### src/rtl/axi4_lite_pkg.sv
// Shared widths, response codes and FSM state type for the AXI4-Lite loopback block.
package axi4_lite_pkg;

  localparam int AXI_ADDR_W = 32;
  localparam int AXI_DATA_W = 32;

  localparam logic [1:0] RESP_OKAY = 2'b00;

  typedef enum logic [1:0] {
    IDLE = 2'b00,
    REQ  = 2'b01,
    RESP = 2'b10
  } fsm_state_e;

  // A channel transfer happens on an edge where both valid and ready are high.
  function automatic logic handshake(input logic valid, input logic ready);
    return valid & ready;
  endfunction

endpackage

### src/rtl/axi4_lite_slave_port.sv
// AXI4-Lite slave side: ready pass-through, capture registers and B/R response generation.
module axi4_lite_slave_port
  import axi4_lite_pkg::*;
#(
  parameter int ADDR_W = AXI_ADDR_W,
  parameter int DATA_W = AXI_DATA_W
) (
  input  logic                clk_i,
  input  logic                rst_i,
  input  logic [ADDR_W-1:0]   awaddr_i,
  input  logic [2:0]          awprot_i,
  input  logic                awvalid_i,
  input  logic                awready_ctl_i,
  output logic                awready_o,
  output logic [ADDR_W-1:0]   awaddr_o,
  output logic [2:0]          awprot_o,
  input  logic [DATA_W-1:0]   wdata_i,
  input  logic [DATA_W/8-1:0] wstrb_i,
  input  logic                wvalid_i,
  input  logic                wready_ctl_i,
  output logic                wready_o,
  output logic [DATA_W-1:0]   wdata_o,
  output logic [DATA_W/8-1:0] wstrb_o,
  input  logic                bready_i,
  output logic                bvalid_o,
  output logic [1:0]          bresp_o,
  input  logic [ADDR_W-1:0]   araddr_i,
  input  logic [2:0]          arprot_i,
  input  logic                arvalid_i,
  input  logic                arready_ctl_i,
  output logic                arready_o,
  output logic [ADDR_W-1:0]   araddr_o,
  output logic [2:0]          arprot_o,
  input  logic [DATA_W-1:0]   rdata_i,
  input  logic                rready_i,
  output logic                rvalid_o,
  output logic [DATA_W-1:0]   rdata_o,
  output logic [1:0]          rresp_o
);

  logic [ADDR_W-1:0]   awaddr_q, araddr_q;
  logic [2:0]          awprot_q, arprot_q;
  logic [DATA_W-1:0]   wdata_q, rdata_q;
  logic [DATA_W/8-1:0] wstrb_q;
  logic                aw_got_q, w_got_q, ar_got_q;
  logic                bvalid_q, rvalid_q;
  logic [1:0]          bresp_q, rresp_q;
  logic                aw_hs, w_hs, ar_hs;

  // Readiness is steered from outside; the bus sees it unchanged.
  assign awready_o = awready_ctl_i;
  assign wready_o  = wready_ctl_i;
  assign arready_o = arready_ctl_i;

  assign aw_hs = handshake(awvalid_i, awready_ctl_i);
  assign w_hs  = handshake(wvalid_i, wready_ctl_i);
  assign ar_hs = handshake(arvalid_i, arready_ctl_i);

  // Write path: capture AW and W independently, answer with B one edge after both are in.
  always_ff @(posedge clk_i) begin
    if (rst_i) begin
      awaddr_q <= '0;
      awprot_q <= 3'b000;
      wdata_q  <= '0;
      wstrb_q  <= '0;
      aw_got_q <= 1'b0;
      w_got_q  <= 1'b0;
      bvalid_q <= 1'b0;
      bresp_q  <= 2'b00;
    end else begin
      if (aw_got_q && w_got_q) begin
        bvalid_q <= 1'b1;
        bresp_q  <= RESP_OKAY;
        aw_got_q <= 1'b0;
        w_got_q  <= 1'b0;
      end else if (bvalid_q && bready_i) begin
        bvalid_q <= 1'b0;
      end
      // Handshake flags are written after the clear so a fresh transfer is never lost.
      if (aw_hs) begin
        awaddr_q <= awaddr_i;
        awprot_q <= awprot_i;
        aw_got_q <= 1'b1;
      end
      if (w_hs) begin
        wdata_q <= wdata_i;
        wstrb_q <= wstrb_i;
        w_got_q <= 1'b1;
      end
    end
  end

  // Read path: capture AR, then present rdata_i with an OKAY response on the next edge.
  always_ff @(posedge clk_i) begin
    if (rst_i) begin
      araddr_q <= '0;
      arprot_q <= 3'b000;
      ar_got_q <= 1'b0;
      rvalid_q <= 1'b0;
      rdata_q  <= '0;
      rresp_q  <= 2'b00;
    end else begin
      if (ar_got_q) begin
        rvalid_q <= 1'b1;
        rdata_q  <= rdata_i;
        rresp_q  <= RESP_OKAY;
        ar_got_q <= 1'b0;
      end else if (rvalid_q && rready_i) begin
        rvalid_q <= 1'b0;
      end
      if (ar_hs) begin
        araddr_q <= araddr_i;
        arprot_q <= arprot_i;
        ar_got_q <= 1'b1;
      end
    end
  end

  assign awaddr_o = awaddr_q;
  assign awprot_o = awprot_q;
  assign wdata_o  = wdata_q;
  assign wstrb_o  = wstrb_q;
  assign bvalid_o = bvalid_q;
  assign bresp_o  = bresp_q;
  assign araddr_o = araddr_q;
  assign arprot_o = arprot_q;
  assign rvalid_o = rvalid_q;
  assign rdata_o  = rdata_q;
  assign rresp_o  = rresp_q;

endmodule

### src/rtl/axi4_lite_top_design.sv
// AXI4-Lite loopback: master write/read FSMs driving an internal slave port.
// Note: aresetn is active-high and synchronous despite its name.
module axi4_lite_top_design
  import axi4_lite_pkg::*;
#(
  parameter int ADDR_W = AXI_ADDR_W,
  parameter int DATA_W = AXI_DATA_W
) (
  input  logic                aclk,
  input  logic                aresetn,
  input  logic [ADDR_W-1:0]   awaddr_in,
  output logic [ADDR_W-1:0]   awaddr_out,
  input  logic [2:0]          awprot_in,
  output logic [2:0]          awprot_out,
  output logic                awvalid,
  input  logic                awready_in,
  output logic                awready_out,
  input  logic [DATA_W-1:0]   wdata_in,
  output logic [DATA_W-1:0]   wdata_out,
  input  logic [DATA_W/8-1:0] wstrb_in,
  output logic [DATA_W/8-1:0] wstrb_out,
  output logic                wvalid,
  input  logic                wready_in,
  output logic                wready_out,
  output logic [1:0]          bresp,
  output logic                bvalid,
  output logic                bready,
  input  logic [ADDR_W-1:0]   araddr_in,
  output logic [ADDR_W-1:0]   araddr_out,
  input  logic [2:0]          arprot_in,
  output logic [2:0]          arprot_out,
  output logic                arvalid,
  input  logic                arready_in,
  output logic                arready_out,
  input  logic [DATA_W-1:0]   rdata_in,
  output logic [DATA_W-1:0]   rdata_out,
  output logic [1:0]          rresp,
  output logic                rvalid,
  output logic                rready
);

  fsm_state_e          wr_state_q, rd_state_q;
  logic [ADDR_W-1:0]   awaddr_q, araddr_q;
  logic [2:0]          awprot_q, arprot_q;
  logic [DATA_W-1:0]   wdata_q;
  logic [DATA_W/8-1:0] wstrb_q;
  logic                awvalid_q, wvalid_q, bready_q, arvalid_q, rready_q;
  logic                aw_hs, w_hs, b_hs, ar_hs, r_hs;

  assign aw_hs = handshake(awvalid_q, awready_out);
  assign w_hs  = handshake(wvalid_q, wready_out);
  assign b_hs  = handshake(bvalid, bready_q);
  assign ar_hs = handshake(arvalid_q, arready_out);
  assign r_hs  = handshake(rvalid, rready_q);

  // Master write FSM: latch operands, drive AW and W until each completes, then take B.
  always_ff @(posedge aclk) begin
    if (aresetn) begin
      wr_state_q <= IDLE;
      awaddr_q   <= '0;
      awprot_q   <= 3'b000;
      wdata_q    <= '0;
      wstrb_q    <= '0;
      awvalid_q  <= 1'b0;
      wvalid_q   <= 1'b0;
      bready_q   <= 1'b0;
    end else begin
      case (wr_state_q)
        IDLE: begin
          awaddr_q   <= awaddr_in;
          awprot_q   <= awprot_in;
          wdata_q    <= wdata_in;
          wstrb_q    <= wstrb_in;
          awvalid_q  <= 1'b1;
          wvalid_q   <= 1'b1;
          wr_state_q <= REQ;
        end
        REQ: begin
          if (aw_hs) awvalid_q <= 1'b0;
          if (w_hs)  wvalid_q  <= 1'b0;
          // Each channel is done once its valid is low or it is handshaking now.
          if ((!awvalid_q || aw_hs) && (!wvalid_q || w_hs)) begin
            bready_q   <= 1'b1;
            wr_state_q <= RESP;
          end
        end
        RESP: begin
          if (b_hs) begin
            bready_q   <= 1'b0;
            wr_state_q <= IDLE;
          end
        end
        default: begin
          awvalid_q  <= 1'b0;
          wvalid_q   <= 1'b0;
          bready_q   <= 1'b0;
          wr_state_q <= IDLE;
        end
      endcase
    end
  end

  // Master read FSM: latch address, drive AR until accepted, then take R.
  always_ff @(posedge aclk) begin
    if (aresetn) begin
      rd_state_q <= IDLE;
      araddr_q   <= '0;
      arprot_q   <= 3'b000;
      arvalid_q  <= 1'b0;
      rready_q   <= 1'b0;
    end else begin
      case (rd_state_q)
        IDLE: begin
          araddr_q   <= araddr_in;
          arprot_q   <= arprot_in;
          arvalid_q  <= 1'b1;
          rd_state_q <= REQ;
        end
        REQ: begin
          if (ar_hs) begin
            arvalid_q  <= 1'b0;
            rready_q   <= 1'b1;
            rd_state_q <= RESP;
          end
        end
        RESP: begin
          if (r_hs) begin
            rready_q   <= 1'b0;
            rd_state_q <= IDLE;
          end
        end
        default: begin
          arvalid_q  <= 1'b0;
          rready_q   <= 1'b0;
          rd_state_q <= IDLE;
        end
      endcase
    end
  end

  assign awvalid = awvalid_q;
  assign wvalid  = wvalid_q;
  assign bready  = bready_q;
  assign arvalid = arvalid_q;
  assign rready  = rready_q;

  axi4_lite_slave_port #(
    .ADDR_W(ADDR_W),
    .DATA_W(DATA_W)
  ) u_slave (
    .clk_i        (aclk),
    .rst_i        (aresetn),
    .awaddr_i     (awaddr_q),
    .awprot_i     (awprot_q),
    .awvalid_i    (awvalid_q),
    .awready_ctl_i(awready_in),
    .awready_o    (awready_out),
    .awaddr_o     (awaddr_out),
    .awprot_o     (awprot_out),
    .wdata_i      (wdata_q),
    .wstrb_i      (wstrb_q),
    .wvalid_i     (wvalid_q),
    .wready_ctl_i (wready_in),
    .wready_o     (wready_out),
    .wdata_o      (wdata_out),
    .wstrb_o      (wstrb_out),
    .bready_i     (bready_q),
    .bvalid_o     (bvalid),
    .bresp_o      (bresp),
    .araddr_i     (araddr_q),
    .arprot_i     (arprot_q),
    .arvalid_i    (arvalid_q),
    .arready_ctl_i(arready_in),
    .arready_o    (arready_out),
    .araddr_o     (araddr_out),
    .arprot_o     (arprot_out),
    .rdata_i      (rdata_in),
    .rready_i     (rready_q),
    .rvalid_o     (rvalid),
    .rdata_o      (rdata_out),
    .rresp_o      (rresp)
  );

endmodule

### config.mk
export PLATFORM = sky130hd
export DESIGN_NAME = axi4_lite_top_design
export DESIGN_NICKNAME = d
export VERILOG_FILES = /design/src/rtl/axi4_lite_pkg.sv /design/src/rtl/axi4_lite_slave_port.sv /design/src/rtl/axi4_lite_top_design.sv
export SDC_FILE = /design/constraint.sdc
export NUM_CORES = 1
export LEC_CHECK = 0
export ABC_AREA = 1
export BUFFER_PORTS_ARGS = -buffer_cell sky130_fd_sc_hd__buf_4
export CORE_ASPECT_RATIO = 2
export CORE_UTILIZATION = 28
export DETAILED_ROUTE_END_ITERATION = 16
export PLACE_DENSITY_LB_ADDON = 0.1
export SLEW_MARGIN = 10
export SYNTH_ARGS = -nofsm -noshare
export SYNTH_HDL_FRONTEND = slang
export SYNTH_HIERARCHICAL = 1
export SYNTH_SLANG_ARGS = --single-unit
### constraint.sdc
create_clock -name aclk -period 1.29 [get_ports aclk]
set_clock_uncertainty 0.2 [all_clocks]
set_input_delay 0.0645 -clock aclk [delete_from_list [all_inputs] [get_ports aclk]]
set_output_delay 0.0645 -clock aclk [all_outputs]
set_load 0.01 [all_outputs]
After elaboration in Yosys (flattened, before gate mapping)
Cells that the tools add are included.
{"block": "totals", "in_bits": 143, "latchBits": 0, "n_memories": 0, "ff_bits": 258, "romBits": 0, "ramBits": 0}
{"block": "op_classes", "add_sub_neg": 0, "shift": 0, "n_reduce_logical": 21, "multipliers": 0, "n_eq_ne": 10, "div": 0, "order_cmp": 0, "n_bitwise": 9, "n_mux": 26}
{"cell": "two-way mux 1 bit", "n": 15}
{"cell": "one-hot mux 1 bit (3 select lines)", "n": 5}
{"cell": "!= test 2 bit, second input constant", "n": 6}
{"cell": "one-hot mux 2 bit (3 select lines)", "n": 2}
{"cell": "AND reduction 2 bit", "n": 5}
{"cell": "two-way mux 2 bit", "n": 4}
{"cell": "nonzero test 2 bit", "n": 4}
{"cell": "AND reduction 3 bit", "n": 2}
{"cell": "AND 1 bit", "n": 5}
{"cell": "equality test 2 x 1 -> 1 bit, second input constant", "n": 2}
{"cell": "equality test 2 bit, second input constant", "n": 2}
{"cell": "logical AND 1 bit", "n": 4}
{"cell": "zero test 2 bit", "n": 2}
{"cell": "NOT 1 bit", "n": 4}
{"cell": "zero test 1 bit", "n": 2}
{"cell": "logical OR 1 bit", "n": 2}

Longest topological paths before layout
Gate-level depths: netlist of run 1.
{"block": "depth", "word_depth": 5, "depth_mapped": 7, "mapped_depth_nobuf": 6}

Cells and area by module
The synthesis of run 1 kept the hierarchy.
{"mod": "axi4_lite_slave_port", "n_inst": 1, "area_each_um2": 5755.5, "cells_each": 838}
{"mod": "axi4_lite_top_design", "n_inst": 1, "area_each_um2": 4129.0, "cells_each": 516}

Worst setup path after synthesis of run 1
Ideal clock, no wire load.
{"block": "synth_timing", "path_type": "flip-flop to flip-flop", "startpoint": "reg wvalid_q (netlist: wvalid)", "endpoint": "reg u_slave.wdata_q[10] (netlist: u_slave/wdata_o[10])", "period_less_slack_ps": 1241, "slack_ps": 49, "stages_incl_launch_ff": 6, "arrival_ps": 928, "cell_sequence": "dfxtp_1 -> nand2_2 -> clkbuf_1 -> nand2_1 -> nand2_1 -> nor2_1"}
{"block": "synth_via", "elab_chain_len": 1}
{"item": "start, declared", "line_no": "axi4_lite_top_design.sv:47", "rtl": "logic awvalid_q, wvalid_q, bready_q, arvalid_q, rready_q;"}
{"item": "start signal, assigned", "line_no": "axi4_lite_top_design.sv:65", "rtl": "wvalid_q <= 1'b0;"}
{"item": "start signal, assigned", "line_no": "axi4_lite_top_design.sv:75", "rtl": "wvalid_q <= 1'b1;"}
{"item": "start signal, assigned", "line_no": "axi4_lite_top_design.sv:80", "rtl": "if (w_hs) wvalid_q <= 1'b0;"}
{"item": "AND 1 bit", "line_no": "axi4_lite_pkg.sv:17", "rtl": "return valid & ready;"}
{"item": "end signal, assigned", "line_no": "axi4_lite_slave_port.sv:86", "rtl": "wdata_q <= wdata_i;"}
{"item": "end, declared", "line_no": "axi4_lite_slave_port.sv:43", "rtl": "logic [DATA_W-1:0] wdata_q, rdata_q;"}
Every way passes these cells.
A chain may end at the register's enable or synchronous reset.

Final worst setup path of run 1
{"block": "layout_timing", "startpoint": "reg wvalid_q (netlist: wvalid)", "endpoint": "out wvalid"}
{"item": "end, declared", "line_no": "axi4_lite_top_design.sv:22", "rtl": "output logic wvalid,"}
No word-level cell between the ends.

==> flow_summary.json, run 1 <==
{
  "p_per_area_nw_per_um2": 1420,
  "grt_pass1_wl_microns": 47200,
  "wirelength_microns": 31900,
  "overflow": 0,
  "timing_worst_setup_path_type": "register to output port",
  "cts_max_level": 1,
  "power_frac_seq": 0.428,
  "cap_violations": 0,
  "antenna_left": 0,
  "yosys_warnings": 6,
  "swShare": 0.280,
  "synth-seq-cells": 258,
  "portBuffers": 290,
  "dpl_worst_slack_ps": 9.50,
  "r2r_slack_ps": 0,
  "detail_route.wl_per_cell_microns": 14.1,
  "switchingPower_w": 0.00627,
  "timing.final.setup_violations": 3,
  "io_pins": 295,
  "die_h_microns": 268,
  "dr.pass1.iters": 4,
  "r2r_end": "awaddr_q[15]",
  "hold_path_end": "awaddr_q[17]",
  "violations": "negative setup slack",
  "routed_via_density": 4.23,
  "ir_worst_vdd_v": 0.00129,
  "yosysMostFrequentCell": "nor2_1",
  "async_reset_ff_frac": 0,
  "hold_viol": 0,
  "die_x_microns": 135,
  "syn_inst": 1354,
  "clockPowerShare": 0.353,
  "syn-cell-area_sq_um": 9880,
  "clock_sinks": 258,
  "cp-end-kind": "output port",
  "dr.first_iter.drc_count": 382,
  "syn_avg_cell_area_sq_um": 7.30,
  "post-route-period-util": 1.04,
  "regArea_sq_um": 5340,
  "cts-root-buf": "clkbuf_16",
  "holdPathStages": 4,
  "multi_input_area_sq_um": 3730,
  "cp-start-kind": "register",
  "area_delta_synth_final_pct": 59.2,
  "final_area_sq_um": 15700,
  "row_count": 97,
  "status": "finished, violations left",
  "yosys_most_used_dff": "dfxtp_1",
  "fin_util": 0.452,
  "cts_tree": "yes",
  "holdCritPathClass": "input pin to register",
  "synth.distinct_cells": 24,
  "rsz0062_at_grt": "yes",
  "antenna_found_initial": 0,
  "vias": 9577,
  "grt_max_degree": 61,
  "worstPathMaxFanout": 4,
  "setup_slack_ps": -55.4,
  "grt_use_total": 0.165,
  "synth-edff-count": 0,
  "fmax_mhz": 743,
  "fin_nets": 1942,
  "hold_start": "awaddr_in[17]",
  "ys_top_cells_by_count": "nor2_1, dfxtp_1, nand2_1",
  "drive_above_1_share": 0.315,
  "yosysSeqAreaShare": 0.523,
  "coreArea_sq_um": 34800,
  "p_leak_nw": 7.75,
  "yosysTopAreaCell": "dfxtp_1",
  "fillers": 3524,
  "cp_data_required_time_ps": 1030,
  "start_util": 0.284,
  "place_congestion": 0.763,
  "clkSlewWorstSetupHoldPaths_ps": 70,
  "combPwrFrac": 0.219,
  "clk_latency_ps": 530,
  "drc": 0,
  "maxSlewViolCount": 0,
  "dieArea_sq_um": 36100,
  "intPower_w": 0.0161,
  "cp.arrival_ps": 1080,
  "ff2ff_path_depth": 5,
  "grt_pass1_vias": 9110,
  "dp_hpwl_microns": 19800,
  "clockBufferDepth": 3,
  "dpl_cell_area_sq_um": 12500,
  "yosys.area.top_type_share": 0.523,
  "cts_buffers": 25,
  "r2r_start": "wr_state_q[1]",
  "period_needed_ps": 1350,
  "synth_area_leaders": "dfxtp_1, nor2_1, nand2_1"
}
[worst max-delay path, cell delays in order (launching register included)]
cell,delay [ps]
dfxtp_2,320
buf_6,110
buf_6,110
[worst max path at each step]
stage                        startpoint  slack, ps             endpoint  depth (start not counted)
after floorplan                  wvalid         50  u_slave/wdata_o[10]                          5
after global placement    wr_state_q[1]         40         awaddr_q[28]                          5
after detailed placement  wr_state_q[1]          9           wdata_q[4]                          5
after CTS                        wvalid        -90               wvalid                          2
after global routing             wvalid       -100               wvalid                          2
final                            wvalid        -60               wvalid                          2
[timing repair]
item / 4_1_cts / 5_1_grt
gates resized for setup: 157 / 77
pin swaps: 0 / 2
endpoints found under the hold margin: 258 / 0
buffers inserted: 17 / 4
cloned: 0 / 10
endpoints found under the setup margin: 101 / 215
hold buffers: 142 / 0
[logic make-up after synthesis]
family                 after synthesis  synth area share
buffers and inverters              205             0.107
AO/OA/AOI/OAI                      150            0.0847
other                                1          0.000379
AND/OR/NAND/NOR                    740             0.286
flip-flops                         258             0.523
[layer usage]
layer	global-route usage	wire, microns
met1	0.179	12500
met2	0.310	17000
met3	0.0276	1470
met4	0.0683	936
met5	0	0
[cells in the final DEF, fill, tap and decap left out, drive strengths merged]
| master | instances |
|---|---|
| dfxtp | 258 |
| nand3 | 2 |
| clkinvlp | 1 |
| buf | 349 |
| diode | 1 |
| nand4 | 2 |
| bufinv | 4 |
| nand2 | 235 |
| nor3 | 2 |
| o21ai | 140 |
| nor2 | 499 |
| a21oi | 10 |
| clkinv | 8 |
| dlygate4sd3 | 142 |
| conb | 4 |
| inv | 122 |
| clkbuf | 39 |
[final cells by class]
class / instances / area share
timing repair buffer: 497 / 0.303
inverter: 123 / 0.0297
multi-input combinational: 894 / 0.237
clock buffer: 33 / 0.0449
clock inverter: 12 / 0.0108
antenna: 1 / 0.000159
tap: 445 / 0.0354
sequential: 258 / 0.339
[power groups by stage]
| stage | sequential, W | clock (W) | combinational (W) |
|---|---|---|---|
| 2_1_floorplan | 0.00971 | 0 | 0.00223 |
| 3_5_place_dp | 0.00962 | 0 | 0.00412 |
| 5_1_grt | 0.00967 | 0.00846 | 0.00546 |
| 3_3_place_gp | 0.00961 | 0 | 0.00409 |
| 6_report | 0.00956 | 0.00789 | 0.00490 |
| 4_1_cts | 0.00954 | 0.00820 | 0.00470 |
[state kept, by name, indices dropped and copies added (netlist names), 2 cells and up]
register          cells
wdata_q              32
rd_state_q            2
awaddr_q             32
u_slave/arprot_o      3
u_slave/wstrb_o       4
u_slave/araddr_o     32
araddr_q             32
wstrb_q               4
u_slave/awaddr_o     32
u_slave/rdata_o      32
u_slave/awprot_o      3
u_slave/wdata_o      32
arprot_q              3
wr_state_q            2
awprot_q              3
[stage by stage]
step                hold WS (ps)  total power [W]  cells  setup TNS [ps]
floorplan                  -66.4           0.0119   1357               0
global placement            84.6           0.0137   2045               0
detailed placement          90.2           0.0137   2045               0
CTS                         58.4           0.0224   2248            -659
global route                86.6           0.0236   2262           -3500
finish                      93.8           0.0223   2263            -105
Power figures use the tool's default switching activity.
==> inputs of run 2 (changes only) <==
--- a/config.mk
+++ b/config.mk
@@ -5,11 +5,11 @@
 export SDC_FILE = /design/constraint.sdc
 export NUM_CORES = 1
 export LEC_CHECK = 0
-export ABC_AREA = 1
 export BUFFER_PORTS_ARGS = -buffer_cell sky130_fd_sc_hd__buf_4
 export CORE_ASPECT_RATIO = 2
 export CORE_UTILIZATION = 28
 export DETAILED_ROUTE_END_ITERATION = 16
+export GPL_TIMING_DRIVEN = 0
 export PLACE_DENSITY_LB_ADDON = 0.1
 export SLEW_MARGIN = 10
 export SYNTH_ARGS = -nofsm -noshare
==> flow_summary.json, run 2 <==
{
  "yosys.area.top_type_share": 0.469,
  "dieArea_sq_um": 40200,
  "fin_util": 0.474,
  "ys_top_cells_by_count": "dfxtp_1, a21oi_2, nand2_1",
  "synth.distinct_cells": 26,
  "cts_tree": "yes",
  "antenna_left": 0,
  "fin_tns_setup_ps": -12050,
  "fmax_mhz": 687,
  "hold_path_end": "awaddr_q[31]",
  "holdPathStages": 3,
  "die_x_microns": 142,
  "n_antenna_cell": 0,
  "dpl_cell_area_sq_um": 13900,
  "violations": "negative setup slack",
  "cp_top_family": "simple AND/OR/NAND/NOR gates",
  "final_common_cell": "a21oi_2",
  "hold_start": "aresetn",
  "maxSlewViolCount": 0,
  "cp_data_required_time_ps": 1490,
  "grt_pass1_wl_microns": 55100,
  "regArea_sq_um": 5370,
  "synth-seq-cells": 258,
  "slowest_stage": "or2_4",
  "cp-end-kind": "register",
  "holdCritPathClass": "input pin to register",
  "cts-root-buf": "clkbuf_16",
  "portBuffers": 286,
  "path_cells": "buf_6, or2_4, clkbuf_16, nand2_4, a21oi_2",
  "drc": 0,
  "final_area_sq_um": 18400,
  "dp_hpwl_microns": 26100,
  "row_count": 102,
  "cts_buffers": 27,
  "max_slew_margin": 0.346,
  "rsz0062_at_grt": "yes",
  "clk_latency_ps": 550,
  "detail_route.wl_per_cell_microns": 17.9,
  "switchingPower_w": 0.00648,
  "ir_worst_vdd_v": 0.000821,
  "worst-path-buf-inv": 2,
  "timing_worst_setup_path_type": "register to register",
  "cp_slowest_stage_delay_ps": 340,
  "post-route-period-util": 1.13,
  "overflow": 0,
  "p_per_area_nw_per_um2": 1230,
  "dr.first_iter.drc_count": 222,
  "status": "finished, violations left",
  "yosysSeqAreaShare": 0.469,
  "r2r_slack_ps": -170,
  "cap_violations": 0,
  "place_congestion": 0.744,
  "clkSlewWorstSetupHoldPaths_ps": 70,
  "yosys_warnings": 6,
  "clockBufferDepth": 3,
  "yosysMostFrequentCell": "dfxtp_1",
  "antenna_found_initial": 0,
  "r2r_end": "awaddr_q[3]",
  "period_needed_ps": 1460,
  "synth_area_leaders": "dfxtp_1, a21oi_2, a21bo_1",
  "ff2ff_path_depth": 5,
  "start_util": 0.284,
  "cp.arrival_ps": 1660,
  "wirelength_microns": 38600,
  "timing.final.setup_violations": 109,
  "grt_max_degree": 16,
  "clock_sinks": 258,
  "cp-startpoint": "wr_state_q[0]",
  "syn-cell-area_sq_um": 11000,
  "syn_inst": 1116,
  "final_cell_mix": "a21oi_2, buf_4, buf_6",
  "drive_above_1_share": 0.580,
  "worstPathMaxFanout": 7,
  "synth-edff-count": 0,
  "dpl_worst_slack_ps": -612,
  "cts_max_level": 1,
  "r2r_start": "wr_state_q[0]",
  "p_leak_nw": 7.79,
  "grt_pass1_vias": 9775,
  "whs_ps": 24.5,
  "area_delta_synth_final_pct": 67.0,
  "vias": 9681,
  "intPower_w": 0.0161,
  "fin_nets": 1765,
  "die_h_microns": 283,
  "io_pins": 295,
  "grt_use_total": 0.179,
  "cp-start-kind": "register",
  "async_reset_ff_frac": 0,
  "hold_viol": 0,
  "clockPowerShare": 0.375,
  "multi_input_area_sq_um": 5720,
  "setup_slack_ps": -165,
  "combPwrFrac": 0.228,
  "coreArea_sq_um": 38800,
  "syn_avg_cell_area_sq_um": 9.88,
  "tightestPinTransition_ps": 981,
  "routed_via_density": 4.48,
  "swShare": 0.287,
  "dr.pass1.iters": 7,
  "fillers": 3764,
  "yosysTopAreaCell": "dfxtp_1",
  "yosys_most_used_dff": "dfxtp_1",
  "power_frac_seq": 0.397
}
[run 2: changes by cell type after synthesis, sizes merged, moves of 25 or more]
cell / before / now
a21bo: 0 / 106
inv: 123 / 2
nand3: 2 / 106
mux2i: 0 / 32
buf: 68 / 93
a21oi: 10 / 224
o21ai: 140 / 4
nor2: 499 / 38
[run 2: area by class of cell]
| class | instances | share of cell area |
|---|---|---|
| flip-flops and latches | 258 | 0.292 |
| well taps | 520 | 0.0354 |
| plain buffers | 110 | 0.0605 |
| inverters | 2 | 0.000408 |
| multi-input cells | 750 | 0.311 |
| clock buffers | 33 | 0.0390 |
| repair buffers | 473 | 0.250 |
| clock inverters | 15 | 0.0122 |
[run 2: cells by family after synthesis]
| kind of cell | after synthesis | share of synthesized area |
|---|---|---|
| AOI/OAI and AO/OA | 337 | 0.260 |
| muxes | 32 | 0.0291 |
| DFF | 258 | 0.469 |
| and+or+nand+nor | 375 | 0.160 |
| buffers and inverters | 113 | 0.0816 |
| other | 1 | 0.000340 |
[run 2: worst max-delay path by stage]
| stage | to | slack, ps | cells after the start |
|---|---|---|---|
| finish | awaddr_q[3] | -170 | 5 |
| global route | awaddr_q[3] | -200 | 5 |
| CTS | wdata_q[5] | -200 | 6 |
| detailed placement | awaddr_q[21] | -610 | 5 |
| global placement | awaddr_q[18] | -620 | 5 |
| floorplan | awaddr_q[0] | -90 | 6 |
[run 2: metal layers]
metal  GRT usage  up-vias  share of wire  wire length, microns
met4      0.0700        0          0.032                  1240
met2       0.359      212           0.57                 21900
met3      0.0239       58          0.040                  1530
met5           0        -              0                     0
li1            -     4792              -                     -
met1       0.183     4619           0.36                 13900
[run 2: power groups by stage]
stage	registers [W]	logic, W	clock network, W
2_1_floorplan	0.00899	0.00227	0
3_3_place_gp	0.00898	0.00364	0
3_5_place_dp	0.00899	0.00365	0
4_1_cts	0.00882	0.00429	0.00876
5_1_grt	0.00903	0.00550	0.00902
6_report	0.00897	0.00514	0.00846
[run 2: stage by stage]
step | total power (W) | instances
2_1_floorplan | 0.0113 | 1119
3_3_place_gp | 0.0126 | 1925
3_5_place_dp | 0.0126 | 1925
4_1_cts | 0.0219 | 2127
5_1_grt | 0.0235 | 2161
6_report | 0.0226 | 2161
[run 2: timing repair]
action,4_1_cts,5_1_grt
endpoints found under the setup margin,312,388
buffers inserted,8,24
hold endpoints to repair,258,68
hold buffers,143,2
resized for setup,77,455
cloned,3,10
pin swaps,17,155
[run 2: worst reg2reg max path: stages, from the launching register on]
cell       delay, ps
dfxtp_2          320
buf_6            120
or2_4            350
clkbuf_16        210
nand2_4           70
a21oi_2           50
==> inputs of run 3 (changes only) <==
==> constraint.sdc (replaced) <==
create_clock -name aclk -period 1.29 [get_ports aclk]
set_clock_uncertainty 0.2 [all_clocks]
set_input_delay 0.0645 -clock aclk [delete_from_list [all_inputs] [get_ports aclk]]
set_output_delay 0.0645 -clock aclk [all_outputs]
set_load 0.05 [all_outputs]
==> flow_summary.json, run 3 (synthesized netlist as in run 2, its figures left out) <==
{
  "coreArea_sq_um": 38800,
  "grt_use_total": 0.184,
  "slowest_stage": "dfxtp_1",
  "worstPathMaxFanout": 6,
  "status": "finished, violations left",
  "dp_hpwl_microns": 26000,
  "finalPower_w": 0.0226,
  "holdCritPathClass": "input pin to register",
  "io_pins": 295,
  "cap_violations": 0,
  "clk_latency_ps": 540,
  "final_common_cell": "a21oi_2",
  "vias": 9665,
  "timing_worst_setup_path_type": "register to register",
  "power_frac_seq": 0.395,
  "antenna_found_initial": 1,
  "final_area_sq_um": 18900,
  "crit_end": "awaddr_q[19]",
  "path_depth": 6,
  "cts_max_level": 1,
  "hold_viol": 0,
  "clockBufferDepth": 3,
  "ff2ff_path_depth": 6,
  "clockPowerShare": 0.359,
  "wirelength_microns": 38900,
  "swShare": 0.298,
  "dpl_cell_area_sq_um": 13900,
  "dpl_worst_slack_ps": -607,
  "max_slew_margin": 0.360,
  "routed_via_density": 4.44,
  "rsz0062_at_grt": "yes",
  "cts_buffers": 27,
  "n_antenna_cell": 0,
  "ir_worst_vdd_v": 0.000823,
  "cts_tree": "yes",
  "violations": "negative setup slack",
  "holdPathStages": 3,
  "die_h_microns": 283,
  "die_x_microns": 142,
  "dr.pass1.iters": 4,
  "cts-root-buf": "clkbuf_16",
  "dr.first_iter.drc_count": 169,
  "area_delta_synth_final_pct": 71.8,
  "row_count": 102,
  "worst-path-buf-inv": 3,
  "maxSlewViolCount": 0,
  "timing.final.setup_violations": 202,
  "drc": 0,
  "portBuffers": 286,
  "r2r_slack_ps": -180,
  "path_cells": "buf_6, or2_4, buf_12, clkbuf_16, nand2_2, a21oi_2",
  "place_congestion": 0.746,
  "combPwrFrac": 0.246,
  "cp_top_family": "buffers and inverters",
  "r2r_end": "awaddr_q[19]",
  "post-route-period-util": 1.14,
  "cp-startpoint": "wr_state_q[0]",
  "detail_route.wl_per_cell_microns": 17.9,
  "antenna_left": 0,
  "dpl.cell_count": 1925,
  "fin_nets": 1779,
  "tightestPinTransition_ps": 960,
  "grt_pass1_wl_microns": 56800,
  "p_leak_nw": 7.61,
  "fmax_mhz": 682,
  "dieArea_sq_um": 40200,
  "setup_slack_ps": -177,
  "cp-start-kind": "register",
  "final_cell_mix": "a21oi_2, buf_4, dlygate4sd3_1",
  "drive_above_1_share": 0.590,
  "p_per_area_nw_per_um2": 1190,
  "cp-end-kind": "register",
  "grt_max_degree": 15,
  "period_needed_ps": 1470,
  "fin_util": 0.488,
  "r2r_start": "wr_state_q[0]",
  "grt_pass1_vias": 10100,
  "cp_slowest_stage_delay_ps": 310,
  "cp_data_required_time_ps": 1480,
  "cp.arrival_ps": 1660,
  "start_util": 0.284,
  "clkSlewWorstSetupHoldPaths_ps": 60,
  "overflow": 0,
  "switchingPower_w": 0.00673,
  "clock_sinks": 258,
  "stdcell_count": 2176,
  "intPower_w": 0.0158
}
-- run 3: changes by cell type in the layout (fill, tap and decap cells not counted), moves of 10 or more --
| cell | previous run | this run |
|---|---|---|
| dlygate4sd3_1 | 144 | 154 |
| buf_6 | 163 | 47 |
| nand2_4 | 95 | 54 |
| buf_4 | 207 | 189 |
| nand2_1 | 105 | 86 |
| buf_8 | 9 | 144 |
| nand2_2 | 19 | 79 |
-- run 3: what timing repair did --
item / CTS / global route
resized for setup: 537 / 129
endpoints found under the setup margin: 298 / 395
hold buffers: 144 / 11
endpoints found under the hold margin: 258 / 48
buffers inserted: 33 / 11
pin swaps: 66 / 84
gates cloned: 4 / 6
-- run 3: layout make-up --
type | count | area [sq um]
tap | 520 | 651
inverter | 2 | 7.51
timing repair buffer | 490 | 5360
buffer | 109 | 1090
clock buffer | 37 | 793
sequential | 258 | 5390
fill | 3689 | 19900
clock inverter | 12 | 119
multi-input combinational | 748 | 5530
-- run 3: power groups by stage --
stage          logic (W)  clock network (W)  registers [W]
2_1_floorplan    0.00230                  0        0.00946
3_5_place_dp     0.00414                  0        0.00900
5_1_grt          0.00591            0.00869        0.00896
3_3_place_gp     0.00413                  0        0.00899
4_1_cts          0.00522            0.00839        0.00890
6_report         0.00555            0.00809        0.00891
-- run 3: routing by layer --
metal / up-vias / GRT usage / part of all wire / routed length [microns]
met5: - / 0 / 0.00031 / 12
met1: 4603 / 0.196 / 0.37 / 14400
met3: 42 / 0.0273 / 0.038 / 1500
met2: 208 / 0.370 / 0.57 / 22200
li1: 4810 / - / - / -
met4: 2 / 0.0441 / 0.019 / 730
-- run 3: how the worst min path moves through the flow --
| stage | start | to | slack (ps) |
|---|---|---|---|
| 2_1_floorplan | wdata_in[20] | wdata_q[20] | 0.4 |
| 3_3_place_gp | rdata_in[18] | u_slave/rdata_o[18] | 100 |
| 3_5_place_dp | rdata_in[21] | u_slave/rdata_o[21] | 110 |
| 4_1_cts | aresetn | awaddr_q[9] | 30 |
| 5_1_grt | aresetn | awaddr_q[13] | 90 |
| 6_report | aresetn | awaddr_q[9] | 50 |
-- run 3: worst min-delay path, cell delays in order --
cell	delay, ps
buf_2	150
clkbuf_1	340
a21oi_2	190
-- run 3: metrics by stage --
| stage | setup TNS (ps) | hold WS [ps] |
|---|---|---|
| 4_1_cts | -28620 | 27.2 |
| 6_report | -14440 | 50.1 |
| 5_1_grt | -28590 | 88.2 |
| 3_3_place_gp | -40030 | 103 |
| 3_5_place_dp | -40980 | 109 |
| 2_1_floorplan | -5890 | 0.427 |
